==> src/rtl/jtag_burst_sequencer.sv <==
// JTAG-side burst sequencer: drives the ping-pong buffer and launches DMA
// transfers for host write bursts and host read bursts.
module jtag_burst_sequencer (
    input  logic        JTCK,
    input  logic        JRSTN,
    input  logic        cmd_write_start,
    input  logic        cmd_read_start,
    input  logic        cmd_abort,
    input  logic [31:0] cfg_address,
    input  logic [3:0]  cfg_byte_enable,
    input  logic [7:0]  cfg_burst_size,
    input  logic        wr_data_valid,
    input  logic [31:0] wr_data,
    input  logic        rd_word_ack,
    input  logic        switch_ready,
    input  logic [31:0] pp_dataOut,
    output logic [8:0]  pp_address,
    output logic        pp_writeEnable,
    output logic [31:0] pp_dataIn,
    output logic        pp_switch,
    output logic [31:0] dma_address,
    output logic [3:0]  dma_byte_enable,
    output logic [7:0]  dma_burst_size,
    output logic        dma_data_ready,
    output logic        dma_readReady,
    output logic [31:0] rd_data,
    output logic [3:0]  status
);

    localparam int unsigned ADDR_W = 9;
    localparam int unsigned IDX_W  = 8;
    localparam int unsigned DATA_W = 32;
    localparam int unsigned BE_W   = 4;
    localparam int unsigned STAT_W = 4;

    typedef enum logic [3:0] {
        IDLE      = 4'd0,
        W_FILL    = 4'd1,
        W_WRITE   = 4'd2,
        W_WAIT_SW = 4'd3,
        W_SWITCH  = 4'd4,
        W_LAUNCH  = 4'd5,
        R_LAUNCH  = 4'd6,
        R_WAIT_SW = 4'd7,
        R_SWITCH  = 4'd8,
        R_ASK     = 4'd9,
        R_STORE   = 4'd10,
        R_HOLD    = 4'd11
    } state_t;

    state_t              state_q,    state_nxt;
    logic [IDX_W-1:0]    index_q,    index_nxt;
    logic [DATA_W-1:0]   data_q,     data_nxt;
    logic [DATA_W-1:0]   rd_data_nxt;
    logic [DATA_W-1:0]   cfg_addr_q, cfg_addr_nxt;
    logic [BE_W-1:0]     cfg_be_q,   cfg_be_nxt;
    logic [IDX_W-1:0]    cfg_bs_q,   cfg_bs_nxt;
    logic                err_q,      err_nxt;

    logic [ADDR_W-1:0]   pp_address_nxt;
    logic                pp_we_nxt;
    logic [DATA_W-1:0]   pp_din_nxt;
    logic                pp_switch_nxt;
    logic [DATA_W-1:0]   dma_addr_nxt;
    logic [BE_W-1:0]     dma_be_nxt;
    logic [IDX_W-1:0]    dma_bs_nxt;
    logic                dma_dr_nxt;
    logic                dma_rr_nxt;
    logic                write_busy_nxt;
    logic                read_busy_nxt;
    logic [STAT_W-1:0]   status_nxt;

    // State, datapath and registered outputs; reset clears everything to 0.
    always_ff @(posedge JTCK) begin
        if (!JRSTN) begin
            state_q         <= IDLE;
            index_q         <= '0;
            data_q          <= '0;
            rd_data         <= '0;
            cfg_addr_q      <= '0;
            cfg_be_q        <= '0;
            cfg_bs_q        <= '0;
            err_q           <= 1'b0;
            pp_address      <= '0;
            pp_writeEnable  <= 1'b0;
            pp_dataIn       <= '0;
            pp_switch       <= 1'b0;
            dma_address     <= '0;
            dma_byte_enable <= '0;
            dma_burst_size  <= '0;
            dma_data_ready  <= 1'b0;
            dma_readReady   <= 1'b0;
            status          <= '0;
        end else begin
            state_q         <= state_nxt;
            index_q         <= index_nxt;
            data_q          <= data_nxt;
            rd_data         <= rd_data_nxt;
            cfg_addr_q      <= cfg_addr_nxt;
            cfg_be_q        <= cfg_be_nxt;
            cfg_bs_q        <= cfg_bs_nxt;
            err_q           <= err_nxt;
            pp_address      <= pp_address_nxt;
            pp_writeEnable  <= pp_we_nxt;
            pp_dataIn       <= pp_din_nxt;
            pp_switch       <= pp_switch_nxt;
            dma_address     <= dma_addr_nxt;
            dma_byte_enable <= dma_be_nxt;
            dma_burst_size  <= dma_bs_nxt;
            dma_data_ready  <= dma_dr_nxt;
            dma_readReady   <= dma_rr_nxt;
            status          <= status_nxt;
        end
    end

    // Next-state, datapath updates and error tracking; abort overrides all.
    always_comb begin
        state_nxt    = state_q;
        index_nxt    = index_q;
        data_nxt     = data_q;
        rd_data_nxt  = rd_data;
        cfg_addr_nxt = cfg_addr_q;
        cfg_be_nxt   = cfg_be_q;
        cfg_bs_nxt   = cfg_bs_q;
        err_nxt      = err_q;

        if (cmd_abort) begin
            state_nxt = IDLE;
            index_nxt = '0;
            err_nxt   = 1'b0;
        end else begin
            if ((cmd_write_start || cmd_read_start) && (state_q != IDLE)) err_nxt = 1'b1;
            if (wr_data_valid && (state_q != W_FILL))                     err_nxt = 1'b1;
            if (rd_word_ack && (state_q != R_HOLD))                       err_nxt = 1'b1;

            case (state_q)
                IDLE: begin
                    if (cmd_write_start || cmd_read_start) begin
                        cfg_addr_nxt = cfg_address;
                        cfg_be_nxt   = cfg_byte_enable;
                        cfg_bs_nxt   = cfg_burst_size;
                        index_nxt    = '0;
                        state_nxt    = cmd_write_start ? W_FILL : R_LAUNCH;
                        if (cmd_write_start && cmd_read_start) err_nxt = 1'b1;
                    end
                end
                W_FILL: begin
                    if (wr_data_valid) begin
                        data_nxt  = wr_data;
                        state_nxt = W_WRITE;
                    end
                end
                W_WRITE: begin
                    if (index_q == cfg_bs_q) begin
                        state_nxt = W_WAIT_SW;
                    end else begin
                        index_nxt = index_q + IDX_W'(1);
                        state_nxt = W_FILL;
                    end
                end
                W_WAIT_SW: if (switch_ready) state_nxt = W_SWITCH;
                W_SWITCH:  state_nxt = W_LAUNCH;
                W_LAUNCH:  state_nxt = IDLE;
                R_LAUNCH:  state_nxt = R_WAIT_SW;
                R_WAIT_SW: if (switch_ready) state_nxt = R_SWITCH;
                R_SWITCH:  state_nxt = R_ASK;
                R_ASK:     state_nxt = R_STORE;
                R_STORE: begin
                    rd_data_nxt = pp_dataOut;
                    state_nxt   = R_HOLD;
                end
                R_HOLD: begin
                    if (rd_word_ack) begin
                        if (index_q == cfg_bs_q) begin
                            state_nxt = IDLE;
                        end else begin
                            index_nxt = index_q + IDX_W'(1);
                            state_nxt = R_ASK;
                        end
                    end
                end
                default: state_nxt = IDLE;
            endcase
        end
    end

    // Moore output decode of the upcoming state, so outputs register in step with it.
    always_comb begin
        pp_address_nxt = '0;
        pp_we_nxt      = 1'b0;
        pp_din_nxt     = '0;
        pp_switch_nxt  = 1'b0;
        dma_addr_nxt   = '0;
        dma_be_nxt     = '0;
        dma_bs_nxt     = '0;
        dma_dr_nxt     = 1'b0;
        dma_rr_nxt     = 1'b0;

        case (state_nxt)
            W_WRITE: begin
                pp_address_nxt = {1'b0, index_nxt};
                pp_we_nxt      = 1'b1;
                pp_din_nxt     = data_nxt;
            end
            R_ASK:    pp_address_nxt = {1'b0, index_nxt};
            W_SWITCH,
            R_SWITCH: pp_switch_nxt = 1'b1;
            W_LAUNCH: begin
                dma_addr_nxt = cfg_addr_nxt;
                dma_be_nxt   = cfg_be_nxt;
                dma_bs_nxt   = cfg_bs_nxt;
                dma_dr_nxt   = 1'b1;
            end
            R_LAUNCH: begin
                dma_addr_nxt = cfg_addr_nxt;
                dma_be_nxt   = cfg_be_nxt;
                dma_bs_nxt   = cfg_bs_nxt;
                dma_rr_nxt   = 1'b1;
            end
            default: ;
        endcase

        write_busy_nxt = (state_nxt == W_FILL)    || (state_nxt == W_WRITE) ||
                         (state_nxt == W_WAIT_SW) || (state_nxt == W_SWITCH) ||
                         (state_nxt == W_LAUNCH);
        read_busy_nxt  = (state_nxt == R_LAUNCH)  || (state_nxt == R_WAIT_SW) ||
                         (state_nxt == R_SWITCH)  || (state_nxt == R_ASK) ||
                         (state_nxt == R_STORE)   || (state_nxt == R_HOLD);
        status_nxt     = {err_nxt, (state_nxt == R_HOLD), read_busy_nxt, write_busy_nxt};
    end

endmodule

==> config.mk <==
export PLATFORM = sky130hd
export DESIGN_NAME = jtag_burst_sequencer
export DESIGN_NICKNAME = d
export VERILOG_FILES = /design/src/rtl/jtag_burst_sequencer.sv
export SDC_FILE = /design/constraint.sdc
export NUM_CORES = 1
export LEC_CHECK = 0
export CAP_MARGIN = 40
export CELL_PAD_IN_SITES_DETAIL_PLACEMENT = 1
export CELL_PAD_IN_SITES_GLOBAL_PLACEMENT = 1
export CORE_ASPECT_RATIO = 1.2
export CORE_MARGIN = 10
export CORE_UTILIZATION = 34
export CTS_CLUSTER_DIAMETER = 100
export DETAILED_ROUTE_END_ITERATION = 10
export PLACE_DENSITY_LB_ADDON = 0.1
export SETUP_SLACK_MARGIN = 0.15
export SLEW_MARGIN = 10
export SYNTH_ARGS = -nofsm -noshare
export SYNTH_HDL_FRONTEND = slang
export SYNTH_SLANG_ARGS = --single-unit
==> constraint.sdc <==
create_clock -name JTCK -period 2.9 [get_ports JTCK]
set_input_delay 0.58 -clock JTCK [delete_from_list [all_inputs] [get_ports JTCK]]
set_output_delay 0.58 -clock JTCK [all_outputs]
set_load 0.02 [all_outputs]
==> results of run 1 <==
==> metrics by stage <==
| step | instances | hold WS, ps | utilization [%] |
|---|---|---|---|
| after floorplan | 637 | 459 | - |
| final | 1107 | 456 | 53.0 |
| after detailed placement | 1076 | 451 | 49.5 |
| after global placement | 1076 | 441 | 49.5 |
| after CTS | 1107 | 461 | 53.0 |
| after global routing | 1107 | 472 | 53.0 |
==> cell type report <==
class / instances / area [um^2] / share of cell area, %
Tap cell: 224 / 280 / 2.92
Clock inverter: 12 / 191 / 1.99
Sequential cell: 180 / 3600 / 37.5
Inverter: 7 / 28.8 / 0.300
Multi-Input combinational cell: 406 / 2440 / 25.4
Timing Repair Buffer: 259 / 2620 / 27.3
Clock buffer: 19 / 443 / 4.61
==> routing by layer <==
metal / part of all wire [%] / global-route usage, % / vias to the layer above
li1: - / - / 2627
met1: 38 / 17.8 / 2656
met2: 54 / 31.7 / 145
met3: 7.0 / 6.44 / 15
met4: 1.3 / 4.67 / 0
met5: 0 / 0 / -
==> logic make-up after synthesis <==
group	Yosys count	synth area share (%)
and+or+nand+nor	265	20.7
muxes	45	7.20
DFF	180	57.6
AOI/OAI and AO/OA	85	8.97
xor gates and xnor gates	9	1.38
buffers and inverters	51	3.90
adders and majority gates	1	0.200
other	1	0.0600
==> synthesized netlist by cell type (all sizes together), types with 2 or more instances <==
library cell | instances | area share (%)
clkbuf | 25 | 1.5
and2 | 30 | 3.0
nand3 | 12 | 1.2
a21oi | 47 | 3.8
or2 | 2 | 0.20
a21o | 2 | 0.24
nand2b | 3 | 0.30
mux2i | 45 | 7.2
and4 | 6 | 0.84
nor2 | 59 | 3.5
nor3 | 54 | 4.6
o21bai | 2 | 0.24
and3 | 2 | 0.20
nor2b | 7 | 0.74
nor4 | 2 | 0.20
a211oi | 4 | 0.56
dfxtp | 180 | 58
nor4b | 2 | 0.28
xnor2 | 9 | 1.4
o21ai | 8 | 0.70
a32oi | 3 | 0.42
inv | 6 | 0.40
o31ai | 4 | 0.56
nand2 | 79 | 4.7
nand4 | 3 | 0.40
o211a | 2 | 0.32
buf | 19 | 1.9
==> path summary, 6_finish.rpt <==
kind | startpoint | endpoint | slack, ps | cells past startpoint
max | index_q[1]$_SDFF_PN0_ | dma_address[12]$_SDFF_PN0_ | 450 | 7
min | rd_data[7]$_SDFFE_PN0P_ | rd_data[7]$_SDFFE_PN0P_ | 460 | 2
max reg2reg | index_q[1]$_SDFF_PN0_ | dma_address[12]$_SDFF_PN0_ | 450 | 7
min reg2reg | rd_data[7]$_SDFFE_PN0P_ | rd_data[7]$_SDFFE_PN0P_ | 460 | 2
==> sequential cells by signal, indices dropped and copies added (netlist names) <==
signal / count
dma_burst_size: 8
cfg_be_q: 4
pp_address: 8
index_q: 8
dma_readReady: 1
pp_switch: 1
state_q: 4
status: 4
dma_address: 32
rd_data: 32
pp_dataIn: 32
dma_data_ready: 1
cfg_bs_q: 8
pp_writeEnable: 1
dma_byte_enable: 4
cfg_addr_q: 32
==> power breakdown <==
group | total, uW | internal, uW | switching (uW)
combinational | 613 | 307 | 306
sequential | 2550 | 2530 | 24.4
clock | 2480 | 1490 | 994
==> critical path, delay by kind of cell, from the launching register on <==
kind	cells	cell delay, ps
AOI/OAI and AO/OA	1	350
buffers and inverters	1	250
DFF	1	450
xor gates and xnor gates	2	440
and+or+nand+nor	3	820
==> impl_metrics.yaml, run 1 <==
global_routing:
  grt_pass1_vias: 6036
  grt_overflow: 0
  antenna_found_initial: 0
  grt_start_max_net_pins: 82
  grt_use_total_pct: 17.3
  grt_pass1_wl_um: 33200
finish:
  nNetsFinal: 988
  final_cell_area_mm2: 0.00960
  drive_above_1_share_pct: 7.93
  most-common-layout-cells: "clkdlybuf4s50_1, dfxtp_1, nand2_1"
  layout_commonest_cell: "clkdlybuf4s50_1"
  synthToLayoutAreaGrowth_pct: 53.6
  diodes: 0
  fill_cells: 2015
sta:
  post-route-period-util_pct: 84.5
  slew_violations: 0
  max_freq_mhz: 408
  tns_ps: 0
  relSlewSlack_pct: 57.7
  worst_pin_slew_ps: 634
  rsz0062_at_grt: "false"
  final-setup-viol-count: 0
  fin_worst_skew_ps: 11.5
  post-route-min-period_ps: 2450
  fin_ws_ps: 448
  final_hold_viol_count: 0
die:
  chipHeight_um: 169
  num_rows: 54
  die_w_um: 144
  ioPinCount: 241
  die-area_mm2: 0.0242
  core_mm2: 0.0181
  initial_utilization_pct: 34.5
route:
  drt_iter0_drc: 186
  drt.antenna.violating_nets: 0
  remaining_drc_errors: 0
  routed_wl_um: 21000
  drt-pass1-iter-count: 5
  vias_per_cell: 4.92
  vias: 5443
  routedWlPerCell_um: 18.9
clock_tree:
  postCtsSetupBuffers: 0
  cts_tree: "built"
  path_clk_slew_ps: 80
  htree_levels: 4
  cts_root_buffer: "clkbuf_16"
  numCtsBuffers: 17
  cts_max_path_buffers: 2
  clock-sinks: 180
  clk_latency_ps: 420
  postCtsResizedCells: 0
  hold_buffers: 0
synth:
  ys_seq_area_share_pct: 57.6
  synth_fp_nets: 754
  synth-seq-cells: 180
  syn_inst: 637
  yosysWarnings: 0
  synth.distinct_cells: 64
  synth_edf_count: 0
  async_flop_share_pct: 0
  mappedNetlistArea_mm2: 0.00625
  synth_area_per_cell_um2: 9.82
  synth_ff_type: "dfxtp_1"
placement:
  place_ws_ps: 114
  port_buffers: 239
  hpwlAfterDp_um: 15800
  globalplace.congestion: 0.844
  dpl_cell_area_mm2: 0.00896
worst_setup_path:
  crit_chain: "xnor2_1 -> nand4_1 -> nor2_1 -> o21a_2 -> xnor2_4 -> buf_12 -> nor3_1"
  worstPathRequired_ps: 3190
  cp.arrival_ps: 2740
  criticalPathCategory: "flip-flop to flip-flop"
  crit_path_start_kind: "flip-flop"
  crit_path_max_fanout: 28
  cp-end-kind: "flip-flop"
  critPathSlowestCell: "nor2_1"
  slowest_delay_ps: 490
flow_run:
  drv_cap: 0
pwr:
  design_power_total_uw: 5650
  powerDensity_mw_per_mm2: 588
  max-vdd-ir-drop_uv: 331
  leakage_uw: 0.00368
status:
  status: "finished clean"
hold_path:
  holdCritPathClass: "flip-flop to flip-flop"
(Power assumes the default switching activity.)
==> run 2: changes to the inputs <==
Settings changed: CORE_UTILIZATION 34 to 32.
Clock period 2.9 ns to 2.26 ns, I/O delays scaled along.
==> impl_metrics.yaml, run 2 (synthesized netlist as in run 1, its figures left out) <==
status:
  status: "finished clean"
route:
  vias_per_cell: 4.71
  drt-pass1-iter-count: 4
  routedWlPerCell_um: 18.7
  drt.antenna.violating_nets: 0
  drt_iter0_drc: 220
  vias: 5498
  remaining_drc_errors: 0
  routed_wl_um: 21900
placement:
  port_buffers: 239
  globalplace.congestion: 0.823
  dpl_cell_area_mm2: 0.00923
  hpwlAfterDp_um: 16600
sta:
  rsz0062_at_grt: "true"
  post-route-min-period_ps: 2070
  post-route-period-util_pct: 91.5
  slew_violations: 0
  final-setup-viol-count: 0
  fin_worst_skew_ps: 11.7
  fin_hold_ws_ps: 454
  final_hold_viol_count: 0
  max_freq_mhz: 484
clock_tree:
  path_clk_slew_ps: 70
  cts_max_path_buffers: 2
  hold_buffers: 0
  clock-sinks: 180
  cts_tree: "built"
  numCtsBuffers: 17
  clk_latency_ps: 420
  htree_levels: 4
  cts_root_buffer: "clkbuf_16"
finish:
  nNetsFinal: 1016
  diodes: 0
  drive_above_1_share_pct: 13.9
  synthToLayoutAreaGrowth_pct: 59.2
  most-common-layout-cells: "clkdlybuf4s50_1, dfxtp_1, nand2_1"
  fill_cells: 2106
  layout_commonest_cell: "clkdlybuf4s50_1"
  final_cell_area_mm2: 0.00995
pwr:
  powerDensity_mw_per_mm2: 707
  max-vdd-ir-drop_uv: 490
  leakage_uw: 0.00380
die:
  ioPinCount: 241
  initial_utilization_pct: 32.8
  die-area_mm2: 0.0256
  chipHeight_um: 173
  num_rows: 55
  core_mm2: 0.0191
  die_w_um: 148
global_routing:
  antenna_found_initial: 0
  grt_use_total_pct: 16.8
  grt_pass1_vias: 5963
  grt_overflow: 0
  grt_start_max_net_pins: 45
  grt_pass1_wl_um: 34200
hold_path:
  holdCritPathClass: "flip-flop to flip-flop"
worst_setup_path:
  crit_path_max_fanout: 24
  cp-end-kind: "flip-flop"
  criticalPathCategory: "flip-flop to flip-flop"
  worstPathRequired_ps: 2550
  crit_path_start_kind: "flip-flop"
  cp.arrival_ps: 2360
flow_run:
  drv_cap: 0
==> run 2: cell types whose count changed in the layout (fill, tap and decap cells not counted), moves of 4 or more <==
cell / before / now
buf_4: 14 / 40
dfxtp_1: 180 / 168
dfxtp_2: 0 / 11
clkinvlp_4: 0 / 4
==> run 2: worst paths after layout <==
check                                        startpoint  slack (ps)  cells after the start                         end
worst min register to register  rd_data[9]$_SDFFE_PN0P_         450                      2     rd_data[9]$_SDFFE_PN0P_
worst max-delay path              state_q[0]$_SDFF_PN0_         190                      8  dma_address[27]$_SDFF_PN0_
worst min-delay path            rd_data[9]$_SDFFE_PN0P_         450                      2     rd_data[9]$_SDFFE_PN0P_
worst max register to register    state_q[0]$_SDFF_PN0_         190                      8  dma_address[27]$_SDFF_PN0_
==> run 2: final cells by class <==
cell class / instances / area [um^2] / area share (%)
Tap cell: 256 / 320 / 3.22
Clock inverter: 14 / 149 / 1.50
Sequential cell: 180 / 3620 / 36.4
Clock buffer: 18 / 429 / 4.31
Timing Repair Buffer: 287 / 2850 / 28.7
Multi-Input combinational cell: 406 / 2550 / 25.6
Inverter: 7 / 33.8 / 0.339
==> run 2: per-layer routing <==
metal	global-route usage, %	vias to the layer above	part of all wire [%]
met1	17.5	2657	38
li1	-	2673	-
met4	4.63	0	1.6
met3	6.69	20	7.3
met2	30.2	148	53
met5	0	-	0
==> run 2: where the power goes <==
part           internal [uW]  switching (uW)
combinational            459             417
sequential              3250            36.9
clock                   1560            1320
==> run 2: repair_timing <==
item,CTS,global route
resized for setup,9,28
setup buffers,1,1
pin swaps,2,3
endpoints found under the setup margin,81,91
hold endpoints to repair,0,0
gates cloned,0,0
==> run 2: worst max-delay path, cell delays in order (launching register included) <==
cell and delay (ps):
dfxtp_2 440, nor2b_2 240, nor4b_2 310, a211oi_2 110
o21a_2 170, buf_12 140, xnor2_4 230, buf_12 210
nor3_1 70
==> run 2: stage by stage <==
stage,TNS [ps],power [uW],setup slack (ps),std cells,utilization [%]
3_3_place_gp,-10600,4190,-217,1134,48.4
2_1_floorplan,0,3730,277,637,-
3_5_place_dp,-15430,4210,-281,1134,48.4
6_report,0,7040,193,1168,52.2
5_1_grt,0,7330,112,1168,52.2
4_1_cts,0,7140,154,1167,51.6
==> run 3: changes to the inputs <==
Settings changed: ABC_CLOCK_PERIOD_IN_PS set to 2260.
==> results of run 3 <==
Same layout as run 2: the final DEF is identical, and so are final timing and power.
